$ cat config.mk
export PLATFORM = sky130hd
export DESIGN_NAME = sound_sequencer
export DESIGN_NICKNAME = d
export VERILOG_FILES = /design/src/rtl/sound_pkg.sv /design/src/rtl/sound_pattern_rom.sv /design/src/rtl/sound_sequencer.sv
export SDC_FILE = /design/constraint.sdc
export NUM_CORES = 1
export LEC_CHECK = 0
export BUFFER_PORTS_ARGS = -buffer_cell sky130_fd_sc_hd__clkbuf_2
export CORE_MARGIN = 2
export CORE_UTILIZATION = 25
export DETAILED_ROUTE_END_ITERATION = 7
export PLACE_DENSITY = 0.47
export SYNTH_ARGS = -nofsm -noshare
export SYNTH_HDL_FRONTEND = slang
export SYNTH_SLANG_ARGS = --single-unit
$ cat constraint.sdc
create_clock -name clk -period 6 [get_ports clk]
set_input_delay 0.6 -clock clk [delete_from_list [all_inputs] [get_ports clk]]
set_output_delay 0.6 -clock clk [all_outputs]
set_load 0.005 [all_outputs]
$ cat src/rtl/sound_pkg.sv
// Shared types and constants for the game sound sequencer.
package sound_pkg;

    localparam logic [1:0] SND_NONE    = 2'd0;
    localparam logic [1:0] SND_CLICK   = 2'd1;
    localparam logic [1:0] SND_ERROR   = 2'd2;
    localparam logic [1:0] SND_VICTORY = 2'd3;

    // Half-periods in clk cycles at 50 MHz
    localparam logic [15:0] HALF_CLICK = 16'd2000;   // 12.5 kHz
    localparam logic [15:0] HALF_ERROR = 16'd50000;  // 500 Hz
    localparam logic [15:0] HALF_C5    = 16'd47801;
    localparam logic [15:0] HALF_E5    = 16'd37922;
    localparam logic [15:0] HALF_G5    = 16'd31888;
    localparam logic [15:0] HALF_C6    = 16'd23889;

    localparam int unsigned MAX_SEGS = 4;

    typedef struct packed {
        logic        is_tone;
        logic [15:0] half;
        logic [5:0]  dur;
        logic        last;
    } segment_t;

    typedef enum logic [1:0] {
        ST_IDLE = 2'd0,
        ST_LOAD = 2'd1,
        ST_PLAY = 2'd2
    } state_t;

    function automatic segment_t mk_seg(input logic is_tone, input logic [15:0] half,
                                        input logic [5:0] dur, input logic last);
        segment_t s;
        s.is_tone = is_tone;
        s.half    = half;
        s.dur     = dur;
        s.last    = last;
        return s;
    endfunction

endpackage

$ cat src/rtl/sound_pattern_rom.sv
// Combinational pattern table: (sequence id, segment index) -> segment.
module sound_pattern_rom
    import sound_pkg::*;
(
    input  logic [1:0]                    id_i,
    input  logic [$clog2(MAX_SEGS)-1:0]   seg_idx_i,
    output segment_t                      seg_o
);

    // Table lookup; unused slots fall back to a one-tick terminating rest
    always_comb begin
        seg_o = mk_seg(1'b0, '0, 6'd1, 1'b1);
        case (id_i)
            SND_CLICK: begin
                if (seg_idx_i == 2'd0) seg_o = mk_seg(1'b1, HALF_CLICK, 6'd5, 1'b1);
            end
            SND_ERROR: begin
                case (seg_idx_i)
                    2'd0:    seg_o = mk_seg(1'b1, HALF_ERROR, 6'd20, 1'b0);
                    2'd1:    seg_o = mk_seg(1'b0, '0,         6'd10, 1'b0);
                    2'd2:    seg_o = mk_seg(1'b1, HALF_ERROR, 6'd20, 1'b1);
                    default: ;
                endcase
            end
            SND_VICTORY: begin
                case (seg_idx_i)
                    2'd0:    seg_o = mk_seg(1'b1, HALF_C5, 6'd15, 1'b0);
                    2'd1:    seg_o = mk_seg(1'b1, HALF_E5, 6'd15, 1'b0);
                    2'd2:    seg_o = mk_seg(1'b1, HALF_G5, 6'd15, 1'b0);
                    default: seg_o = mk_seg(1'b1, HALF_C6, 6'd15, 1'b1);
                endcase
            end
            default: ;
        endcase
    end

endmodule

$ cat src/rtl/sound_sequencer.sv
// Game sound sequencer: priority arbitration of click/error/victory requests,
// segment sequencing from sound_pattern_rom, and square-wave generation.
// Optional macro SOUND_MUTE_EN adds a mute input that holds sndpin high.
module sound_sequencer
    import sound_pkg::*;
#(
    parameter int unsigned TICK_CYCLES = 500000,
    parameter int unsigned TONE_SHIFT  = 0
) (
    input  logic       clk,
    input  logic       rst,
    input  logic       req_click,
    input  logic       req_error,
    input  logic       req_victory,
`ifdef SOUND_MUTE_EN
    input  logic       mute,
`endif
    output logic       sndpin,
    output logic       busy,
    output logic [1:0] playing_id,
    output logic       done
);

    localparam int unsigned  TW        = (TICK_CYCLES > 1) ? $clog2(TICK_CYCLES) : 1;
    localparam logic [TW-1:0] TICK_LAST = TW'(TICK_CYCLES - 1);

    state_t        state_q, state_d;
    logic [1:0]    id_q, id_d;
    logic [1:0]    seg_idx_q, seg_idx_d;
    segment_t      seg_q, seg_d, rom_seg;
    logic [TW-1:0] tick_q, tick_d;
    logic [5:0]    dur_q, dur_d;
    logic [15:0]   half_cnt_q, half_cnt_d;
    logic          snd_q, snd_d;
    logic          done_q, done_d;

    logic [1:0]    req_id;
    logic [15:0]   half_sh, half_eff;
    logic          seg_end, accept;

    sound_pattern_rom u_rom (
        .id_i      (id_q),
        .seg_idx_i (seg_idx_q),
        .seg_o     (rom_seg)
    );

    // Fixed-priority request encode, effective half-period, and accept decision
    always_comb begin
        if (req_victory)    req_id = SND_VICTORY;
        else if (req_error) req_id = SND_ERROR;
        else if (req_click) req_id = SND_CLICK;
        else                req_id = SND_NONE;

        half_sh  = seg_q.half >> TONE_SHIFT;
        half_eff = (half_sh == '0) ? 16'd1 : half_sh;

        seg_end = (state_q == ST_PLAY) && (tick_q == TICK_LAST)
                  && (dur_q == seg_q.dur - 6'd1);
        // A final segment ending this cycle frees the sequencer like IDLE does
        accept  = (req_id != SND_NONE)
                  && ((state_q == ST_IDLE) || (req_id > id_q) || (seg_end && seg_q.last));
    end

    // Next-state logic for the IDLE/LOAD/PLAY sequencer and its counters
    always_comb begin
        state_d    = state_q;
        id_d       = id_q;
        seg_idx_d  = seg_idx_q;
        seg_d      = seg_q;
        tick_d     = tick_q;
        dur_d      = dur_q;
        half_cnt_d = half_cnt_q;
        snd_d      = snd_q;
        done_d     = 1'b0;

        case (state_q)
            ST_IDLE: ;
            ST_LOAD: begin
                seg_d      = rom_seg;
                tick_d     = '0;
                dur_d      = '0;
                half_cnt_d = '0;
                snd_d      = ~rom_seg.is_tone;
                state_d    = ST_PLAY;
            end
            ST_PLAY: begin
                if (tick_q == TICK_LAST) begin
                    tick_d = '0;
                    dur_d  = dur_q + 6'd1;
                end else begin
                    tick_d = tick_q + TW'(1);
                end
                if (seg_q.is_tone) begin
                    if (half_cnt_q == half_eff - 16'd1) begin
                        half_cnt_d = '0;
                        snd_d      = ~snd_q;
                    end else begin
                        half_cnt_d = half_cnt_q + 16'd1;
                    end
                end
                if (seg_end) begin
                    tick_d     = '0;
                    dur_d      = '0;
                    half_cnt_d = '0;
                    snd_d      = 1'b1;
                    if (seg_q.last) begin
                        state_d   = ST_IDLE;
                        id_d      = SND_NONE;
                        seg_idx_d = '0;
                        done_d    = 1'b1;
                    end else begin
                        seg_idx_d = seg_idx_q + 2'd1;
                        state_d   = ST_LOAD;
                    end
                end
            end
            default: state_d = ST_IDLE;
        endcase

        if (accept) begin
            state_d    = ST_LOAD;
            id_d       = req_id;
            seg_idx_d  = '0;
            tick_d     = '0;
            dur_d      = '0;
            half_cnt_d = '0;
            snd_d      = 1'b1;
        end
    end

    // State and counter registers with synchronous reset
    always_ff @(posedge clk) begin
        if (rst) begin
            state_q    <= ST_IDLE;
            id_q       <= SND_NONE;
            seg_idx_q  <= '0;
            seg_q      <= '0;
            tick_q     <= '0;
            dur_q      <= '0;
            half_cnt_q <= '0;
            snd_q      <= 1'b1;
            done_q     <= 1'b0;
        end else begin
            state_q    <= state_d;
            id_q       <= id_d;
            seg_idx_q  <= seg_idx_d;
            seg_q      <= seg_d;
            tick_q     <= tick_d;
            dur_q      <= dur_d;
            half_cnt_q <= half_cnt_d;
            snd_q      <= snd_d;
            done_q     <= done_d;
        end
    end

    assign busy       = (state_q != ST_IDLE);
    assign playing_id = id_q;
    assign done       = done_q;
`ifdef SOUND_MUTE_EN
    assign sndpin     = snd_q | mute;
`else
    assign sndpin     = snd_q;
`endif

endmodule

Word level (Yosys, flattened, before mapping)
Index checks and enable logic that the tools add are counted.
Cells by class
  bitwise operators: 5
  $lt $le $gt $ge: 1
  equal/unequal tests: 16
  reductions and logical operators: 24
  mux-type cells: 32
  $add $sub $neg: 6
Operators with widths (count)
  24-bit case mux with 3 select lines: 2
  23-bit case mux with 3 select lines: 1
  16-bit two-way mux: 4
  19-bit two-way mux: 2
  19-bit case mux with 2 select lines: 1
  16-bit case mux with 2 select lines: 1
  24-bit two-way mux: 1
  19-bit by 1-bit adder with 19-bit output (second input constant): 1
  19-bit == test (second input constant): 1
  16-bit by 1-bit adder with 16-bit output (second input constant): 1
  16-bit == test: 1
  16-bit zero test: 1
  2-bit two-way mux: 8
  16-bit by 1-bit subtractor with 16-bit output (second input constant): 1
  6-bit two-way mux: 2
  6-bit case mux with 2 select lines: 1
  2-bit nonzero test: 6
  2-bit AND reduction: 5
  2-bit == test (second input constant): 4
  1-bit two-way mux: 7
  6-bit by 1-bit adder with 6-bit output (second input constant): 1
  2-bit by 1-bit == test with 1-bit output (second input constant): 3
  6-bit == test: 1
  3-bit by 2-bit != test with 1-bit output (second input constant): 2
  other kinds (14): 26
Word-level totals
  register bits after elaboration: 73
  logic and storage cells: 97
  bits of input ports: 5

Logic depth before layout (Yosys ltp)
Gate-level depths: netlist (run 1).
  depth after elaboration: 9
  gate-level depth with buffers: 13

Modules after synthesis
A second synthesis (run 1) with hierarchy kept.
Unflattened totals
  cells, all modules: 541
  area, all modules: 4490.6 µm²
By module, submodules not included
  sound_sequencer: area each 4159.0 µm², seq. area each 1461.4 µm², cells an instance 495, instances 1
  sound_pattern_rom: area each 331.6 µm², seq. area each 0.0 µm², cells an instance 46, instances 1

Worst setup path before layout (run 1)
OpenSTA, ideal clock, no wires.
  path kind: flip-flop to flip-flop
  start: register seg_q, in the netlist half_sh[5]
  end: register half_cnt_q[15]
  clock period less this slack: 3.041 ns
  library setup time: 0.086 ns
  data required time: 5.914 ns
  cell stages (with the launch flop): 14
  arrival time: 2.956 ns
  setup slack: 2.959 ns
  path buffers: 2
  cell sequence: dfxtp_1 -> clkbuf_1 -> nor4_1 -> a41oi_1 -> ha_1 -> ha_1 -> and2_1 -> nor2b_1 -> o311ai_0 -> a21oi_1 -> nand4_1 -> o21ai_2 -> buf_4 -> a211oi_1
On the way
  word-level cells in the longest chain between the ends: 8
RTL lines
  start, declared: RTL line sound_sequencer.sv:30  | segment_t seg_q, seg_d, rom_seg;
  start signal, assigned: RTL line sound_sequencer.sv:147  | seg_q <= seg_d;
  16-bit zero test: RTL line sound_sequencer.sv:55  | half_eff = (half_sh == '0) ? 16'd1 : half_sh;
  16-bit two-way mux *: RTL line sound_sequencer.sv:55
  16-bit by 1-bit subtractor with 16-bit output *: RTL line sound_sequencer.sv:94  | if (half_cnt_q == half_eff - 16'd1) begin
  16-bit == test *: RTL line sound_sequencer.sv:94
  16-bit two-way mux *: RTL line sound_sequencer.sv:94
  16-bit two-way mux *: RTL line sound_sequencer.sv:93  | if (seg_q.is_tone) begin
  16-bit two-way mux *: RTL line sound_sequencer.sv:101  | if (seg_end) begin
  16-bit case mux with 2 select lines *: RTL line sound_sequencer.sv:76  | case (state_q)
  end signal, assigned: RTL line sound_sequencer.sv:150  | half_cnt_q <= half_cnt_d;
  end, declared: RTL line sound_sequencer.sv:33  | logic [15:0] half_cnt_q, half_cnt_d;
Mark *: on every way between the ends. The rest lies on a longest branch, timed or not. The select of a mux whose other input is x is not followed.
A chain may end at the register's enable or synchronous reset.

Final worst setup path (run 1)
  start: register seg_q, in the netlist half_sh[5]
  end: register half_cnt_q[7]
The elaborated chain is that of the path after synthesis.

==> metrics.md, run 1 <==
| Metric | Value |
|---|---|
| Hold WC Path Type | `register to register` |
| Final Net Count | `between 500 and 600` |
| Root buf cell | `clkbuf_16` |
| RSZ-0062 raised after global routing | `false` |
| Vias post-DR | `3405` |
| CP arrival | `3.76 ns` |
| Clock sinks | `68` |
| DPL Wire Length | `~7 mm` |
| Cell Int Power | `0.000854 W` |
| PwrDens | `266 nW/um^2` |
| Period utilization | `60.1%` |
| Pin count of the biggest net entering global routing | `25` |
| Most frequent cell after synthesis | `dfxtp_1` |
| Gr usage total | `11.8%` |
| Max Slew Vio Count | `0` |
| Worst r2r path cells | `11` |
| Die Ht | `between 100 and 150 um` |
| Row count | `46` |
| Number of inserted diodes | `0` |
| CTS Hold Bufs | `0` |
| Syn Area/Cell | `8.04 sq um` |
| Post-route ant nets | `0` |
| Crit path max-delay cell type | `o21ai_2` |
| Final Hold Viols | `0` |
| Synth Net Count | `519` |
| Clock power share | `40.5%` |
| Seq pwr share | `about two fifths` |
| CTS Buf Count | `9` |
| First-iteration detailed-routing DRC count | `about 180` |
| Critical path depth | `11` |
| CP delay by family, top | `simple AND/OR/NAND/NOR gates` |
| Number of global-route vias before repair | `3322` |
| # IOs | `10` |
| Max transition margin | `about a quarter` |
| Crit path kind | `register to register` |
| Longest Clk Path Bufs | `2` |
| Clock slew at reported path FFs | `~0.06 ns` |
| Synth unique cells | `between 50 and 60` |
| Slew @ Worst Pin | `around 1.1 ns` |
| CTS H-tree lvls | `3` |
| EDFF count, synth | `0` |
| Crit end category | `register` |
| Min-Delay Path Depth | `2` |
| Ys async rst share | `0%` |
| Top-area cell type share of the netlist area | `34.1%` |
| DR DRC count | `0` |
| Die width | `roughly 130 um` |
| Max_cap viols | `0` |
| Total gr overflow | `0` |
| Worst setup margin | `2.40 ns` |
| Final setup vio count | `0` |
| Cell Count Post-Placement | `696` |
| Fillers | `1738` |
| Crit-path max cell delay | `between 0.6 and 0.7 ns` |
| Max Fanout on Critical Path | `17` |
| Design area | `4470 sq um` |
| Via density | `4.79` |
| Post-CTS Resized | `0` |
| Primary FF master, synth | `dfxtp_1` |
| Critical path destination | `half_cnt_q[7]$_SDFFE_PP0P_` |
| Share of cells above drive strength 1 | `under 10%` |
| Core region area | `roughly 16000 sq um` |
| P&R area growth vs syn | `11.9%` |
| Initial Util | `about a quarter` |
| Worst Path Buf+Inv | `0` |
| Post-synth top area cell | `dfxtp_1` |
| Required time worst endpoint | `6.15 ns` |
| Crit path from | `half_sh[5]$_SDFFE_PP0P_` |
| Initial antenna violation count | `0` |
| Port bufs | `9` |
| R2R setup slack | `2.40 ns` |
| Synth Register Bits | `68` |
| Combinational power share | `a little under a fifth` |
| CP Cell Sequence | `nor4_1, a41oi_1, ha_1, ha_1, nor4b_1, nand2_1, xnor2_1, nor4_1, nand4_1, o21ai_2, a211oi_1` |
| Fmax | `277 MHz` |
| Die Area | `17000 sq um` |
| Top sig layer | `met4` |
| Met2 routed WL | `4.59 mm` |
| Dpl cell area | `4200 sq um` |
| Leak | `1.50 nW` |
| Routed wire length | `9.57 mm` |
| Reg2reg end | `half_cnt_q[7]$_SDFFE_PP0P_` |
| Mapped Cells | `497` |
| Worst flop-to-flop path startpoint | `half_sh[5]$_SDFFE_PP0P_` |
| Post-place setup slack | `2.40 ns` |
| Psw | `0.000337 W` |
| WL/cell | `13.5 um` |
| Post-CTS Setup Repair Bufs | `0` |
| Crit path time final | `3.60 ns` |
| CTS tree | `yes` |
| Synth Warn # | `0` |
| Pre-Repair DR Iteration Count | `4` |
| Netlist Area Pre-Place | `4000 sq um` |
| Status | `completed` |
| Sw Share | `28.3%` |
| Finished Layout Cells | `between 700 and 800` |
| Critical Path Source Type | `register` |
| Synth area leaders | `dfxtp_1 (34%), xnor2_1 (6.8%), xor2_1 (6.1%)` |
| Most frequent cells after synthesis | `dfxtp_1 (68), nor2_1 (60), nand2_1 (42), xnor2_1 (31)` |
| Maximum VDD drop | `0.0000974 V` |
| First-pass GRT wire length | `16.1 mm` |
| Routability congestion estimate | `between 0.8 and 0.9` |
| DR WL met3 | `176 um` |
| Seq/Total Area, Yosys | `34.1%` |
| Clock Skews | `0.00763 ns` |
| Metal-1 WL | `roughly 4.6 mm` |
| Clock Latency Late Sink | `0.33 ns` |
| Setup TNS | `0 ns` |
==> through the flow <==
step / hold slack [ns] / power (W) / util, %
global placement: 0.483 / 0.000717 / 26.6
CTS: 0.507 / 0.00121 / 28.3
finish: 0.507 / 0.00119 / 28.3
floorplan: 0.465 / 0.000670 / -
detailed placement: 0.500 / 0.000720 / 26.6
global route: 0.522 / 0.00125 / 28.3
==> cell type report <==
cell class                      count  area, sq um  area share [%]
Multi-Input combinational cell    381         2440            54.6
Sequential cell                    68         1360            30.5
Tap cell                          216          270            6.05
Clock buffer                       13          260            5.82
Inverter                           22         82.6            1.85
Timing Repair Buffer                9         45.0            1.01
Clock inverter                      2         10.0           0.224
==> tightest hold or removal path: cells and delay by family (launching register included) <==
family             cells  cell delay (ns)
AOI/OAI and AO/OA      2             0.14
DFF                    1             0.32
==> placed cells by master, fill, tap and decap left out, drive strengths merged, types with 3 or more instances in the layout <==
| cell type | n |
|---|---|
| nand4 | 18 |
| nor3b | 5 |
| nand3b | 4 |
| a21o | 3 |
| a211oi | 16 |
| clkinv | 3 |
| or4 | 3 |
| clkbuf | 22 |
| o21ai | 18 |
| o211ai | 3 |
| inv | 21 |
| nor3 | 22 |
| dfxtp | 68 |
| a31oi | 3 |
| nand2 | 42 |
| nor2b | 5 |
| and2 | 4 |
| a21oi | 29 |
| xnor2 | 31 |
| nand3 | 18 |
| a311oi | 4 |
| xor2 | 28 |
| nor2 | 60 |
| and3 | 4 |
| nor4 | 10 |
| or3 | 6 |
| nor4b | 4 |
| ha | 17 |
| mux2i | 5 |
==> power groups by stage <==
| stage | clock network (W) | logic (W) | registers (W) |
|---|---|---|---|
| 4_1_cts | 0.000497 | 0.000218 | 0.000493 |
| 6_report | 0.000482 | 0.000216 | 0.000492 |
| 3_3_place_gp | 0 | 0.000216 | 0.000502 |
| 5_1_grt | 0.000514 | 0.000244 | 0.000496 |
| 3_5_place_dp | 0 | 0.000217 | 0.000502 |
| 2_1_floorplan | 0 | 0.000183 | 0.000487 |
==> worst min-delay path by stage <==
stage / from / end / slack [ns]
2_1_floorplan: half_sh[1]$_SDFFE_PP0P_ / half_sh[1]$_SDFFE_PP0P_ / 0.46
3_3_place_gp: state_q[1]$_SDFFE_PP0P_ / state_q[1]$_SDFFE_PP0P_ / 0.48
3_5_place_dp: dur_q[1]$_SDFFE_PP0P_ / dur_q[1]$_SDFFE_PP0P_ / 0.50
4_1_cts: half_sh[1]$_SDFFE_PP0P_ / half_sh[1]$_SDFFE_PP0P_ / 0.51
5_1_grt: state_q[1]$_SDFFE_PP0P_ / state_q[1]$_SDFFE_PP0P_ / 0.52
6_report: state_q[0]$_SDFFE_PP0P_ / state_q[0]$_SDFFE_PP0P_ / 0.51
==> registers in the layout, indices dropped and copies added, names as in the netlist <==
register	flops
half_cnt_q	16
dur_q	6
sndpin	1
state_q	2
tick_q	19
seg_q	5
seg_idx_q	2
playing_id	2
done	1
half_sh	14
==> logic make-up after synthesis <==
| kind of cell | Yosys count | synth area share (%) |
|---|---|---|
| compound gates | 89 | 14.5 |
| xor+xnor | 60 | 13.5 |
| fa+ha+maj | 17 | 5.32 |
| buf+inv | 48 | 4.82 |
| flops | 68 | 34.1 |
| mux | 5 | 1.25 |
| simple gates | 210 | 26.5 |
==> layer usage <==
layer / global-route usage (%) / vias up
li1: - / 1742
met1: 15.0 / 1619
met2: 19.9 / 32
met3: 1.79 / 12
met4: 5.44 / 0
met5: 0 / -
Power figures use the tool's default switching activity.
==> inputs of run 2 (changes only) <==
==> constraint.sdc (replaced) <==
create_clock -name clk -period 3.8 [get_ports clk]
set_input_delay 0.38 -clock clk [delete_from_list [all_inputs] [get_ports clk]]
set_output_delay 0.38 -clock clk [all_outputs]
set_load 0.005 [all_outputs]
==> metrics.md, run 2 (synthesis results as in run 1) <==
| Metric | Value |
|---|---|
| Hold path start | `req_victory (was state_q[0]$_SDFFE_PP0P_)` |
| GRT met2 Usage | `20.6% (was 19.9%)` |
| DR DRC count | `0 (unchanged)` |
| Worst setup margin | `0.380 ns (was 2.40 ns)` |
| PwrDens | `427 nW/um^2 (was 266 nW/um^2)` |
| Max_cap viols | `0 (unchanged)` |
| Design area | `4540 sq um (was 4470 sq um)` |
| Reg2reg end | `half_cnt_q[3]$_SDFFE_PP0P_ (was half_cnt_q[7]$_SDFFE_PP0P_)` |
| Fmax | `292 MHz (was 277 MHz)` |
| Crit end category | `register (unchanged)` |
| WL/cell | `13.6 um (was 13.5 um)` |
| Number of global-route vias before repair | `3307 (was 3322)` |
| Pin count of the biggest net entering global routing | `25 (unchanged)` |
| Row count | `46 (unchanged)` |
| Worst flop-to-flop path startpoint | `half_sh[5]$_SDFFE_PP0P_ (unchanged)` |
| Initial antenna violation count | `0 (unchanged)` |
| Root buf cell | `clkbuf_16 (unchanged)` |
| Met1 usage | `15.4% (was 15.0%)` |
| Port bufs | `9 (unchanged)` |
| # IOs | `10 (unchanged)` |
| Most frequent cells in the layout | `dfxtp_1 (68), nor2_1 (60), nand2_1 (42) (unchanged)` |
| Dpl cell area | `4250 sq um (was 4200 sq um)` |
| Met3 Use GR | `2.48% (was 1.79%)` |
| Via density | `4.77 (was 4.79)` |
| Required time worst endpoint | `4.03 ns (was 6.15 ns)` |
| P&R area growth vs syn | `13.6% (was 11.9%)` |
| Maximum VDD drop | `0.000218 V (was 0.0000974 V)` |
| Die Ht | `130 um (unchanged)` |
| Clock slew at reported path FFs | `0.06 ns (about the same)` |
| Routability congestion estimate | `0.821 (was 0.825)` |
| Max Fanout on Critical Path | `17 (unchanged)` |
| Final Net Count | `520 (was 513)` |
| Worst Hold End | `playing_id[1]$_SDFFE_PP0P_ (was state_q[0]$_SDFFE_PP0P_)` |
| Area of the multi-input gates | `2440 sq um (unchanged)` |
| DPL Wire Length | `7.13 mm (was 7.03 mm)` |
| Post-CTS Setup Repair Bufs | `0 (unchanged)` |
| Clock Skews | `0.00722 ns (was 0.00763 ns)` |
| Die Area | `17000 sq um (unchanged)` |
| Most common cell after layout, fill and taps aside | `dfxtp_1 (unchanged)` |
| Core region area | `15800 sq um (unchanged)` |
| Critical Path Source Type | `register (unchanged)` |
| Final Util | `28.8% (was 28.3%)` |
| CTS H-tree lvls | `3 (unchanged)` |
| Setup TNS | `0 ns (unchanged)` |
| Pre-Repair DR Iteration Count | `4 (unchanged)` |
| CTS Buf Count | `9 (unchanged)` |
| Routed wire length | `9.74 mm (was 9.57 mm)` |
| Total gr overflow | `0 (unchanged)` |
| Biggest register | `tick_q (unchanged)` |
| Gr usage total | `12.1% (was 11.8%)` |
| RSZ-0062 raised after global routing | `false (unchanged)` |
| Vias post-DR | `3431 (was 3405)` |
| Die width | `130 um (unchanged)` |
| Crit path kind | `register to register (unchanged)` |
| Post-route ant nets | `0 (unchanged)` |
| Min-Delay Path Depth | `4 (was 2)` |
| Max Slew Vio Count | `0 (unchanged)` |
| CTS Hold Bufs | `0 (unchanged)` |
| Max reg flops | `19 (unchanged)` |
| Most used routing layer | `met2 (unchanged)` |
| Status | `completed (unchanged)` |
| Crit path time final | `3.42 ns (was 3.60 ns)` |
| First-iteration detailed-routing DRC count | `158 (was 181)` |
| CTS tree | `yes (unchanged)` |
| Slew @ Worst Pin | `0.816 ns (was 1.12 ns)` |
| Period utilization | `90.0% (was 60.1%)` |
| Post-CTS Resized | `0 (unchanged)` |
| Register area | `1360 sq um (unchanged)` |
| Clock Latency Late Sink | `0.33 ns (about the same)` |
| Clock sinks | `68 (unchanged)` |
| Final Hold Viols | `0 (unchanged)` |
| Fillers | `1760 (was 1738)` |
| Initial Util | `25.3% (unchanged)` |
| Worst r2r path cells | `12 (was 11)` |
| Leak | `1.54 nW (was 1.50 nW)` |
| CP arrival | `3.65 ns (was 3.76 ns)` |
| R2R setup slack | `0.38 ns (was 2.40 ns)` |
| Post-place setup slack | `0.412 ns (was 2.40 ns)` |
| Longest Clk Path Bufs | `2 (unchanged)` |
| Max transition margin | `45.1% (was 24.9%)` |
| Hold WC Path Type | `input pin to register (was register to register)` |
| Share of cells above drive strength 1 | `7.75% (was 6.26%)` |
| Final setup vio count | `0 (unchanged)` |
| First-pass GRT wire length | `16.3 mm (was 16.1 mm)` |
| Number of inserted diodes | `0 (unchanged)` |
| Hold WS | `0.449 ns (was 0.507 ns)` |
==> run 2: per-stage QoR <==
step | instances | power [W]
final | 719 | 0.00194
after global routing | 719 | 0.00206
after CTS | 719 | 0.00197
after detailed placement | 703 | 0.00115
after global placement | 703 | 0.00114
after floorplan | 497 | 0.00106
==> run 2: cell type report <==
| cell class | instances | area share [%] |
|---|---|---|
| multi-input combinational | 381 | 53.8 |
| sequential | 68 | 30.0 |
| tap | 216 | 5.96 |
| clock buffer | 11 | 5.13 |
| timing repair buffer | 16 | 2.15 |
| inverter | 22 | 1.82 |
| clock inverter | 5 | 1.16 |
==> run 2: power by group <==
group | internal, W | switching, W | leakage, nW
Clock | 0.000504 | 0.000302 | 0.139
Sequential | 0.000735 | 0.0000381 | 0.551
Combinational | 0.000150 | 0.000210 | 0.849
==> run 2: how the worst max path moves through the flow <==
| stage | start | to | slack [ns] | cells past startpoint |
|---|---|---|---|---|
| 2_1_floorplan | half_sh[5]$_SDFFE_PP0P_ | half_cnt_q[8]$_SDFFE_PP0P_ | 0.76 | 13 |
| 3_3_place_gp | half_sh[5]$_SDFFE_PP0P_ | half_cnt_q[10]$_SDFFE_PP0P_ | 0.55 | 12 |
| 3_5_place_dp | half_sh[5]$_SDFFE_PP0P_ | half_cnt_q[3]$_SDFFE_PP0P_ | 0.41 | 12 |
| 4_1_cts | half_sh[5]$_SDFFE_PP0P_ | half_cnt_q[3]$_SDFFE_PP0P_ | 0.38 | 12 |
| 5_1_grt | half_sh[5]$_SDFFE_PP0P_ | half_cnt_q[15]$_SDFFE_PP0P_ | 0.03 | 12 |
| 6_report | half_sh[5]$_SDFFE_PP0P_ | half_cnt_q[3]$_SDFFE_PP0P_ | 0.38 | 12 |
==> run 2: layer usage <==
metal	vias to the layer above	share of wire, %
met5	-	0
met4	0	1.3
met3	13	2.3
met2	38	48
met1	1619	49
li1	1761	-
==> run 2: critical path, stage by stage (launching register included) <==
cell and delay, ns:
dfxtp_1 0.41, nor4_1 0.57, a41oi_1 0.29, ha_1 0.31
ha_1 0.24, and2_1 0.17, nor2b_1 0.12, o311ai_0 0.34
a21oi_1 0.11, nand4_1 0.18, o21ai_2 0.07, buf_4 0.23
a211oi_1 0.26
